<file path="src/rtl/ensamblador_mensaje_pkg.sv">
// Shared definitions for the message assembler: sizes, byte width,
// FSM state encoding and a counter-width helper.
package ensamblador_mensaje_pkg;

  localparam int BYTE_W           = 8;
  localparam int BLOQUE_BYTES_DEF = 12;
  localparam int NONCE_BYTES_DEF  = 1;
  localparam int MSG_BYTES        = BLOQUE_BYTES_DEF + NONCE_BYTES_DEF;

  typedef enum logic [1:0] {
    ST_IDLE = 2'd0,
    ST_SEND = 2'd1,
    ST_WAIT = 2'd2
  } estado_t;

  // Counter width for n bytes. A one-byte message still needs a 1-bit
  // counter, because $clog2(1) would give a zero-width vector.
  function automatic int cnt_width(input int n);
    return (n > 1) ? $clog2(n) : 1;
  endfunction

endpackage

</file>
<file path="src/rtl/ensamblador_mensaje_serializador_bytes.sv">
// Byte serializer: holds a whole message in a shift register and presents
// it MSB byte first. Outputs stay put while the consumer stalls.
module serializador_bytes
  import ensamblador_mensaje_pkg::*;
#(
  parameter int MSG_BYTES_P = MSG_BYTES
) (
  input  logic                          clk,
  input  logic                          reset,
  input  logic                          load,
  input  logic [BYTE_W*MSG_BYTES_P-1:0] msg_in,
  input  logic                          out_ready,
  output logic [BYTE_W-1:0]             out_data,
  output logic                          out_valid,
  output logic                          out_last,
  output logic                          fin
);

  localparam int MSG_W = BYTE_W * MSG_BYTES_P;
  localparam int CNT_W = cnt_width(MSG_BYTES_P);
  localparam logic [CNT_W-1:0] CNT_LAST = CNT_W'(MSG_BYTES_P - 1);
  localparam logic [CNT_W-1:0] CNT_ONE  = CNT_W'(1);

  logic [MSG_W-1:0]  shreg_r;
  logic [MSG_W-1:0]  shreg_nx_s;
  logic [MSG_W-1:0]  shifted_s;
  logic [CNT_W-1:0]  cnt_r;
  logic [CNT_W-1:0]  cnt_nx_s;
  logic [BYTE_W-1:0] out_data_r;
  logic [BYTE_W-1:0] data_nx_s;
  logic              out_valid_r;
  logic              valid_nx_s;
  logic              out_last_r;
  logic              last_nx_s;
  logic              xfer_s;

  // Next-state of the shift register, counter and byte outputs.
  always_comb begin
    xfer_s     = out_valid_r && out_ready;
    shifted_s  = shreg_r << BYTE_W;
    shreg_nx_s = shreg_r;
    cnt_nx_s   = cnt_r;
    data_nx_s  = out_data_r;
    valid_nx_s = out_valid_r;
    last_nx_s  = out_last_r;
    if (load) begin
      shreg_nx_s = msg_in;
      cnt_nx_s   = {CNT_W{1'b0}};
      data_nx_s  = msg_in[MSG_W-1 -: BYTE_W];
      valid_nx_s = 1'b1;
      last_nx_s  = (CNT_LAST == {CNT_W{1'b0}});
    end else if (xfer_s) begin
      shreg_nx_s = shifted_s;
      if (out_last_r) begin
        // Final byte accepted: go quiet, counter holds (never wraps).
        valid_nx_s = 1'b0;
        last_nx_s  = 1'b0;
      end else begin
        cnt_nx_s   = cnt_r + CNT_ONE;
        data_nx_s  = shifted_s[MSG_W-1 -: BYTE_W];
        last_nx_s  = ((cnt_r + CNT_ONE) == CNT_LAST);
      end
    end else begin
      // Stalled or idle: everything holds.
      shreg_nx_s = shreg_r;
    end
  end

  // Serializer state registers with synchronous reset.
  always_ff @(posedge clk) begin
    if (reset) begin
      shreg_r     <= {MSG_W{1'b0}};
      cnt_r       <= {CNT_W{1'b0}};
      out_data_r  <= {BYTE_W{1'b0}};
      out_valid_r <= 1'b0;
      out_last_r  <= 1'b0;
    end else begin
      shreg_r     <= shreg_nx_s;
      cnt_r       <= cnt_nx_s;
      out_data_r  <= data_nx_s;
      out_valid_r <= valid_nx_s;
      out_last_r  <= last_nx_s;
    end
  end

  assign out_data  = out_data_r;
  assign out_valid = out_valid_r;
  assign out_last  = out_last_r;
  assign fin       = xfer_s && out_last_r;

endmodule

</file>
<file path="src/rtl/ensamblador_mensaje.sv">
// Message assembler: accepts a nonce, latches it with the block data and
// streams the message to the hash core, then waits for hash_done before
// accepting the next nonce. One message in flight at a time.
module ensamblador_mensaje
  import ensamblador_mensaje_pkg::*;
#(
  parameter int BLOQUE_BYTES = BLOQUE_BYTES_DEF,
  parameter int NONCE_BYTES  = NONCE_BYTES_DEF
) (
  input  logic                           clk,
  input  logic                           reset,
  input  logic [BYTE_W*BLOQUE_BYTES-1:0] bloque_in,
  input  logic [BYTE_W*NONCE_BYTES-1:0]  nonce,
  input  logic                           nonce_valid,
  output logic                           nonce_ready,
  output logic [BYTE_W-1:0]              out_data,
  output logic                           out_valid,
  output logic                           out_last,
  input  logic                           out_ready,
  input  logic                           hash_done,
  output logic                           busy
);

  localparam int MSG_LEN = BLOQUE_BYTES + NONCE_BYTES;

  estado_t state_r;
  estado_t state_nx_s;
  logic    accept_s;
  logic    fin_s;
  logic    nonce_ready_r;
  logic    nonce_ready_nx_s;
  logic    busy_r;
  logic    busy_nx_s;
  logic [BYTE_W*MSG_LEN-1:0] msg_s;

  assign msg_s = {bloque_in, nonce};

  serializador_bytes #(
    .MSG_BYTES_P (MSG_LEN)
  ) u_serializador (
    .clk       (clk),
    .reset     (reset),
    .load      (accept_s),
    .msg_in    (msg_s),
    .out_ready (out_ready),
    .out_data  (out_data),
    .out_valid (out_valid),
    .out_last  (out_last),
    .fin       (fin_s)
  );

  // FSM state register.
  always_ff @(posedge clk) begin
    if (reset) begin
      state_r <= ST_IDLE;
    end else begin
      state_r <= state_nx_s;
    end
  end

  // Next-state logic; hash_done only matters in WAIT, nonces only in IDLE.
  always_comb begin
    accept_s   = (state_r == ST_IDLE) && nonce_valid && nonce_ready_r;
    state_nx_s = state_r;
    case (state_r)
      ST_IDLE: begin
        if (accept_s) begin
          state_nx_s = ST_SEND;
        end else begin
          state_nx_s = ST_IDLE;
        end
      end
      ST_SEND: begin
        if (fin_s) begin
          state_nx_s = ST_WAIT;
        end else begin
          state_nx_s = ST_SEND;
        end
      end
      ST_WAIT: begin
        if (hash_done) begin
          state_nx_s = ST_IDLE;
        end else begin
          state_nx_s = ST_WAIT;
        end
      end
      default: begin
        state_nx_s = ST_IDLE;
      end
    endcase
  end

  // Handshake outputs follow the state being entered, so they are
  // registered yet line up with the state on the same edge.
  always_comb begin
    nonce_ready_nx_s = 1'b0;
    busy_nx_s        = 1'b0;
    if (state_nx_s == ST_IDLE) begin
      nonce_ready_nx_s = 1'b1;
      busy_nx_s        = 1'b0;
    end else begin
      nonce_ready_nx_s = 1'b0;
      busy_nx_s        = 1'b1;
    end
  end

  // Handshake output registers.
  always_ff @(posedge clk) begin
    if (reset) begin
      nonce_ready_r <= 1'b0;
      busy_r        <= 1'b0;
    end else begin
      nonce_ready_r <= nonce_ready_nx_s;
      busy_r        <= busy_nx_s;
    end
  end

  assign nonce_ready = nonce_ready_r;
  assign busy        = busy_r;

endmodule

</file>
<file path="config.mk">
export PLATFORM = sky130hd
export DESIGN_NAME = ensamblador_mensaje
export DESIGN_NICKNAME = d
export VERILOG_FILES = /design/src/rtl/ensamblador_mensaje_pkg.sv /design/src/rtl/ensamblador_mensaje_serializador_bytes.sv /design/src/rtl/ensamblador_mensaje.sv
export SDC_FILE = /design/constraint.sdc
export NUM_CORES = 1
export LEC_CHECK = 0
export BUFFER_PORTS_ARGS = -buffer_cell sky130_fd_sc_hd__buf_2
export CORE_MARGIN = 2
export CORE_UTILIZATION = 50
export CTS_BUF_LIST = sky130_fd_sc_hd__clkbuf_16
export DETAILED_ROUTE_END_ITERATION = 7
export GPL_TIMING_DRIVEN = 0
export HOLD_SLACK_MARGIN = 0.05
export PLACE_DENSITY = 0.76
export SYNTH_ARGS = -nofsm -noshare
export SYNTH_HDL_FRONTEND = slang
export SYNTH_SLANG_ARGS = --single-unit
</file>
<file path="constraint.sdc">
create_clock -name clk -period 1.79 [get_ports clk]
set_input_delay 0.179 -clock clk [delete_from_list [all_inputs] [get_ports clk]]
set_output_delay 0.179 -clock clk [all_outputs]
set_load 0.01 [all_outputs]
</file>
* Word level (Yosys, flattened, before mapping) *
Index checks and enable logic that the tools add are counted.

word-level totals
  register bits after elaboration = 114
  input port bits = 109
  logic and storage cells = 41
  output and inout port bits = 12

operators by class
  reduce and logical (&&, ||, !) cells = 12
  $add $sub $neg = 1
  bitwise operators = 1
  multiplexer cells = 15
  equal/unequal tests = 4

operators by type and width
  kind                 count
  $mux 96              2
  $mux 8               3
  $mux 1               7
  $pmux 2 s3           1
  $reduce_and 2->1     3
  $add 4x1->4 const B  1
  $eq 4x4->1 const B   1
  $logic_and 1x1->1    4
  $logic_not 2->1      2
  $mux 2               2
  $reduce_bool 2->1    2
  $eq 2x1->1 const B   1
  $eq 2x2->1 const B   1
  $ne 2x2->1 const B   1
  $reduce_or 2->1      1
  $not 1->1            1

* Logic depth before layout (Yosys ltp) *
  depth in word-level cells = 7
  depth in mapped cells = 6
  depth with buffers taken out = 4

* Hierarchy *
From an unflattened synthesis, not the netlist that was laid out.

unflattened totals
  cell total of the unflattened synthesis = 626
  area, all modules = 5363.9 sq um

by module, submodules not included
  module               cells an instance  seq. area each (sq um)  times used  area an instance (sq um)
  serializador_bytes   610                2202.1                  1           5200.0
  ensamblador_mensaje  16                 80.1                    1           163.9

* Worst setup path after synthesis *
Ideal clock, no wire load.

  kind = register to register
  start = reg u_serializador.out_valid_r (netlist: u_serializador.out_valid)
  end = reg u_serializador.shreg_r[65]
  clock period less this slack = 1.382 ns
  cell stages (with the launch flop) = 7
  path slack = 0.408 ns
  arrival = 1.294 ns
  data required time = 1.702 ns
  library setup time = 0.088 ns
  buffers on the path = 3
  path through = dfxtp_1 > and2_1 > buf_2 > buf_4 > buf_4 > nand2_1 > a311oi_2

between the ends
  word-level cells in the longest chain between the ends = 2

RTL lines
  element                             line                                          text
  from (decl)                         ensamblador_mensaje_serializador_bytes.sv:31  logic out_valid_r;
  from (signal assigned)              ensamblador_mensaje_serializador_bytes.sv:81  out_valid_r <= valid_nx_s;
  $logic_and 1x1->1                   ensamblador_mensaje_serializador_bytes.sv:39  xfer_s = out_valid_r && out_ready;
  $reduce_bool 2->1 (no source line)  n/a
  to (signal assigned)                ensamblador_mensaje_serializador_bytes.sv:72  shreg_r <= {MSG_W{1'b0}};
  to (signal assigned)                ensamblador_mensaje_serializador_bytes.sv:78  shreg_r <= shreg_nx_s;
  to (decl)                           ensamblador_mensaje_serializador_bytes.sv:24  logic [MSG_W-1:0] shreg_r;

No other way between the ends.
A chain may end at the register's enable or synchronous reset.

* Worst setup path in the final report *
  start = reg state_r[1]
  end = reg u_serializador.shreg_r[70]

between the ends
  word-level cells in the longest chain between the ends = 4
  elaborated cells on any way between the ends = 5
  classes of those cells = 1 x mux; 4 x reduce/logical

RTL lines
  element                                       line                       text
  from (decl)                                   ensamblador_mensaje.sv:26  estado_t state_r;
  from (signal assigned)                        ensamblador_mensaje.sv:57  state_r <= state_nx_s;
  $logic_not 2->1 (*)                           ensamblador_mensaje.sv:63  accept_s = (state_r == ST_IDLE) && nonce_valid && nonce_ready_r;
  $logic_and 1x1->1 (*) (2 in a row)            ensamblador_mensaje.sv:63
  $mux 96 or $reduce_bool 2->1 (tied branches)  n/a

Every way passes the cells marked *; elsewhere a longest branch is shown, timed or not.

==> run summary <==
The flow ran to the end, and the final reports show no timing, DRC or antenna violations. For the worst setup path, the data required time is 2.09 ns. Across all layers, the routed design uses 4,958 vias. TritonCTS built the clock tree. The tools report the routed wire length as 13.6 mm.

In this run the critical register-to-register path is launched from state_r[1]. Summed over all nets, the half-perimeter wirelength after detailed placement is 9.58 mm. In this run the tightest slew margin relative to its limit is 55.4%. The tools report the power after layout as 7.01 mW.

After floorplanning, the core was divided into 36 placement rows. Synthesis produced a netlist with a net count of 718. For the worst vdd rail ir drop, the log shows 632 uV. For the clock latency of the later-clocked register in the worst-skew pair, the log shows 0.40 ns. The count of input and output buffers came out at 120. Yosys attributes the largest share of cell area to dfxtp_1, nand2_1, a311oi_1.

The setup path with the least slack is of type flop to flop. Yosys printed 0 warnings. The synthesized design contains 114 register bits. Synthesis produced 607 cells. The fraction of layout cells with a size suffix above 1 is 24.7%, and the count of fill cells added during filler insertion is 847. The netlist uses 32 different library cells.

Post-route worst hold slack: 0.0573 ns. For this run, the slowest stage of the critical path takes 0.40 ns. Sequential elements use 46.5% of the synthesized area. The fraction of the core area covered by cells at the end of the flow came out at 66.2%. For this run, the top clock speed supported by timing is 0.587 GHz.

The tools report the capture point of the critical path as u_serializador.shreg_r[70]. Averaged over all synthesized cells, the footprint is 8.09 um2. The count of buffers added by post-CTS timing repair for setup came out at 0.

In this run the deepest clock path goes through 2 buffers. The number of enable-type register cells in the synthesized netlist is 0, and the data arrival time of the worst path is 2.00 ns. During I/O placement, the number of pins put on the boundary was 121. Worst clock skew on the final layout: 0.00778 ns. Power spread over the standard cell area amounts to 1100 mW/mm2. The via count of the first global-routing pass was 4,648; the routed wirelength normalized by instance count was 15.1 um.

The mapped netlist covers 0.00491 mm2. Of the post-synthesis cell area, the dominant cell type holds 46.5%. The finished cells cover 0.00638 mm2.

The global placer's final weighted congestion is 0.876, and the minimum clock period after layout is 1.70 ns. The endpoint identified for the worst register-to-register timing path is u_serializador.shreg_r[70]. The worst register-to-register path has a depth of 5. For the final-layout setup total negative slack, the log shows 0 ns. The H-tree was split into 4 levels. In the layout the commonest cells are nand2_1, buf_2, dfxtp_1, nor2_1, a311oi_1. Number of antenna violations at the first check in global routing: 0. Startpoint type of the worst setup path: a flop.

The die is 103 um wide. Setup repair after global routing left no endpoint under its margin. The logs give 0 for the diode insertion count for antenna repair and 17 for the maximum number of pins on one net before global-route repair.

In this run, the number of DRC markers left after iteration 0 of detailed routing was 268. After detailed routing, the number of vias per cell comes to 5.50. The tightest min-delay check is of the input pin to flop type. The worst path uses 95.2% of the clock period.

The root buffer cell chosen for the clock tree is clkbuf_16. The tool flagged a number of max-cap violations equal to 0. The total congestion overflow after global routing came out at 0. The largest individual stage delay along the critical path comes from the cell dfxtp_1. The largest total area in the synthesized netlist belongs to dfxtp_1. The hold violation count in the final report was 0; the area of the core was 0.00964 mm2.

The critical path runs through a total of 5 cells. Along the worst path, the maximum fanout reaches 10. Before antenna repair, the detailed router went through 6 iterations. The worst setup path is captured at a flop.

Together, buffers and inverters on the worst path number 2. The height of the die is 103 um. On the critical path the largest part of the delay comes from buffers and inverters.

The most used flip-flop cell after synthesis is dfxtp_1. The fraction of registers with async set/reset came out at 0%. The tools report the remaining antenna violation count after routing as 0.

In this run the worst setup path begins at state_r[1]. In this run, CTS created clock tree buffers numbering 17. The initial utilization of the core area, before any placement, comes to 50.9%. Setup violations remaining at the end of the flow were counted as 0.

The clock-pin slew on the worst setup and hold paths is 0.06 ns. The cell that appears most often on the critical path is buf_2. The actual transition at the worst max-transition pin was 0.670 ns; the max-slew violation count was 0.

For the total clock sinks, the log shows 114. The logs give 21.3 mm for the wire length of the first global-routing pass and 2.55 nW for the static power due to leakage. Walking the worst path, the cells encountered are nand4bb_1 -> buf_2 -> buf_2 -> nor2_1 -> a311oi_2. The die covers 0.0106 mm2. For the number of design rule violations left after detail routing, the log shows 0.

The area growth from synthesis to layout is 29.9%. The library cell used most frequently in the layout, excluding fill and tap cells, is nand2_1. Global routing consumed, over all layers together, 25.7% of the routing resources. The area of placed instances is 0.00568 mm2, and the worst-case register-to-register setup slack is 0.09 ns.

After the last flow step, the layout net total stands at 867.
-- how the worst min path moves through the flow --
stage / from / endpoint / slack (ns) / depth (start not counted)
global route: bloque_in[31] / u_serializador.shreg_r[39] / 0.07 / 3
global placement: nonce[6] / u_serializador.shreg_r[6] / 0.42 / 3
floorplan: nonce[0] / u_serializador.shreg_r[0] / 0.32 / 2
detailed placement: nonce[7] / u_serializador.shreg_r[7] / 0.43 / 3
CTS: bloque_in[34] / u_serializador.shreg_r[42] / 0.05 / 3
finish: bloque_in[42] / u_serializador.shreg_r[50] / 0.06 / 3
-- logic make-up after synthesis --
logic type	count (synthesis)	synth area share (%)
compound gates	111	19.9
xor+xnor	4	0.714
fa+ha+maj	2	0.510
buf+inv	56	5.28
flops	114	46.5
mux	9	1.83
simple gates	311	25.3
-- synthesized netlist by cell type (2+ instances only) --
library cell,n
nand2_1,186
dfxtp_1,114
nor2_1,101
a311oi_1,78
buf_2,27
clkbuf_1,23
a21oi_1,12
a311oi_2,10
nand3_1,10
mux2i_1,9
a211oi_1,8
buf_1,3
xor2_1,3
buf_4,2
ha_1,2
nand4b_1,2
o21ai_0,2
-- flip-flops by register name, indices dropped and copies added, names as in the netlist --
register and count:
busy 1, u_serializador.out_valid 1, u_serializador.shreg_r 96, u_serializador.out_last 1
nonce_ready 1, state_r 2, u_serializador.out_data 8, u_serializador.cnt_r 4
-- final cells by class --
class / instances / area [um2] / share of cell area (%)
multi-input cells: 437 / 2370 / 37.1
flip-flops and latches: 114 / 2280 / 35.8
repair buffers: 130 / 701 / 11.0
clock buffers: 17 / 425 / 6.67
plain buffers: 56 / 260 / 4.08
clock inverters: 15 / 176 / 2.77
well taps: 133 / 166 / 2.61
-- per-layer routing --
layer  share of wire (%)  wire [um]  up-vias  global-route usage, %
met5                   0          0        -                      0
met4                 1.1        153        0                   7.89
met3                 5.8        789       15                   5.42
met2                  47       6420      200                   42.1
met1                  46       6250     2314                   34.2
li1                    -          -     2429                      -
-- per-stage QoR --
stage          setup slack, ns  std cells
2_1_floorplan            0.408        607
3_3_place_gp             0.151        860
3_5_place_dp            0.0831        860
4_1_cts                 0.0913        902
5_1_grt                 0.0280        902
6_report                0.0868        902
-- worst min-delay path, cell delays in order --
cell      delay [ns]
buf_2           0.09
nor2_1          0.09
a311oi_1        0.05
-- power by group --
| group | internal [mW] | switching [mW] | total, mW | leakage [nW] |
|---|---|---|---|---|
| clock | 2.29 | 1.14 | 3.43 | 0.303 |
| sequential | 2.74 | 0.109 | 2.84 | 0.934 |
| combinational | 0.314 | 0.419 | 0.733 | 1.32 |
-- repair_timing --
item	4_1_cts	5_1_grt
endpoints found under the hold margin	10	0
hold buffers	10	0
resized for setup	0	1
setup endpoints to repair	0	2
No activity file was read; power rests on OpenSTA's default activity.
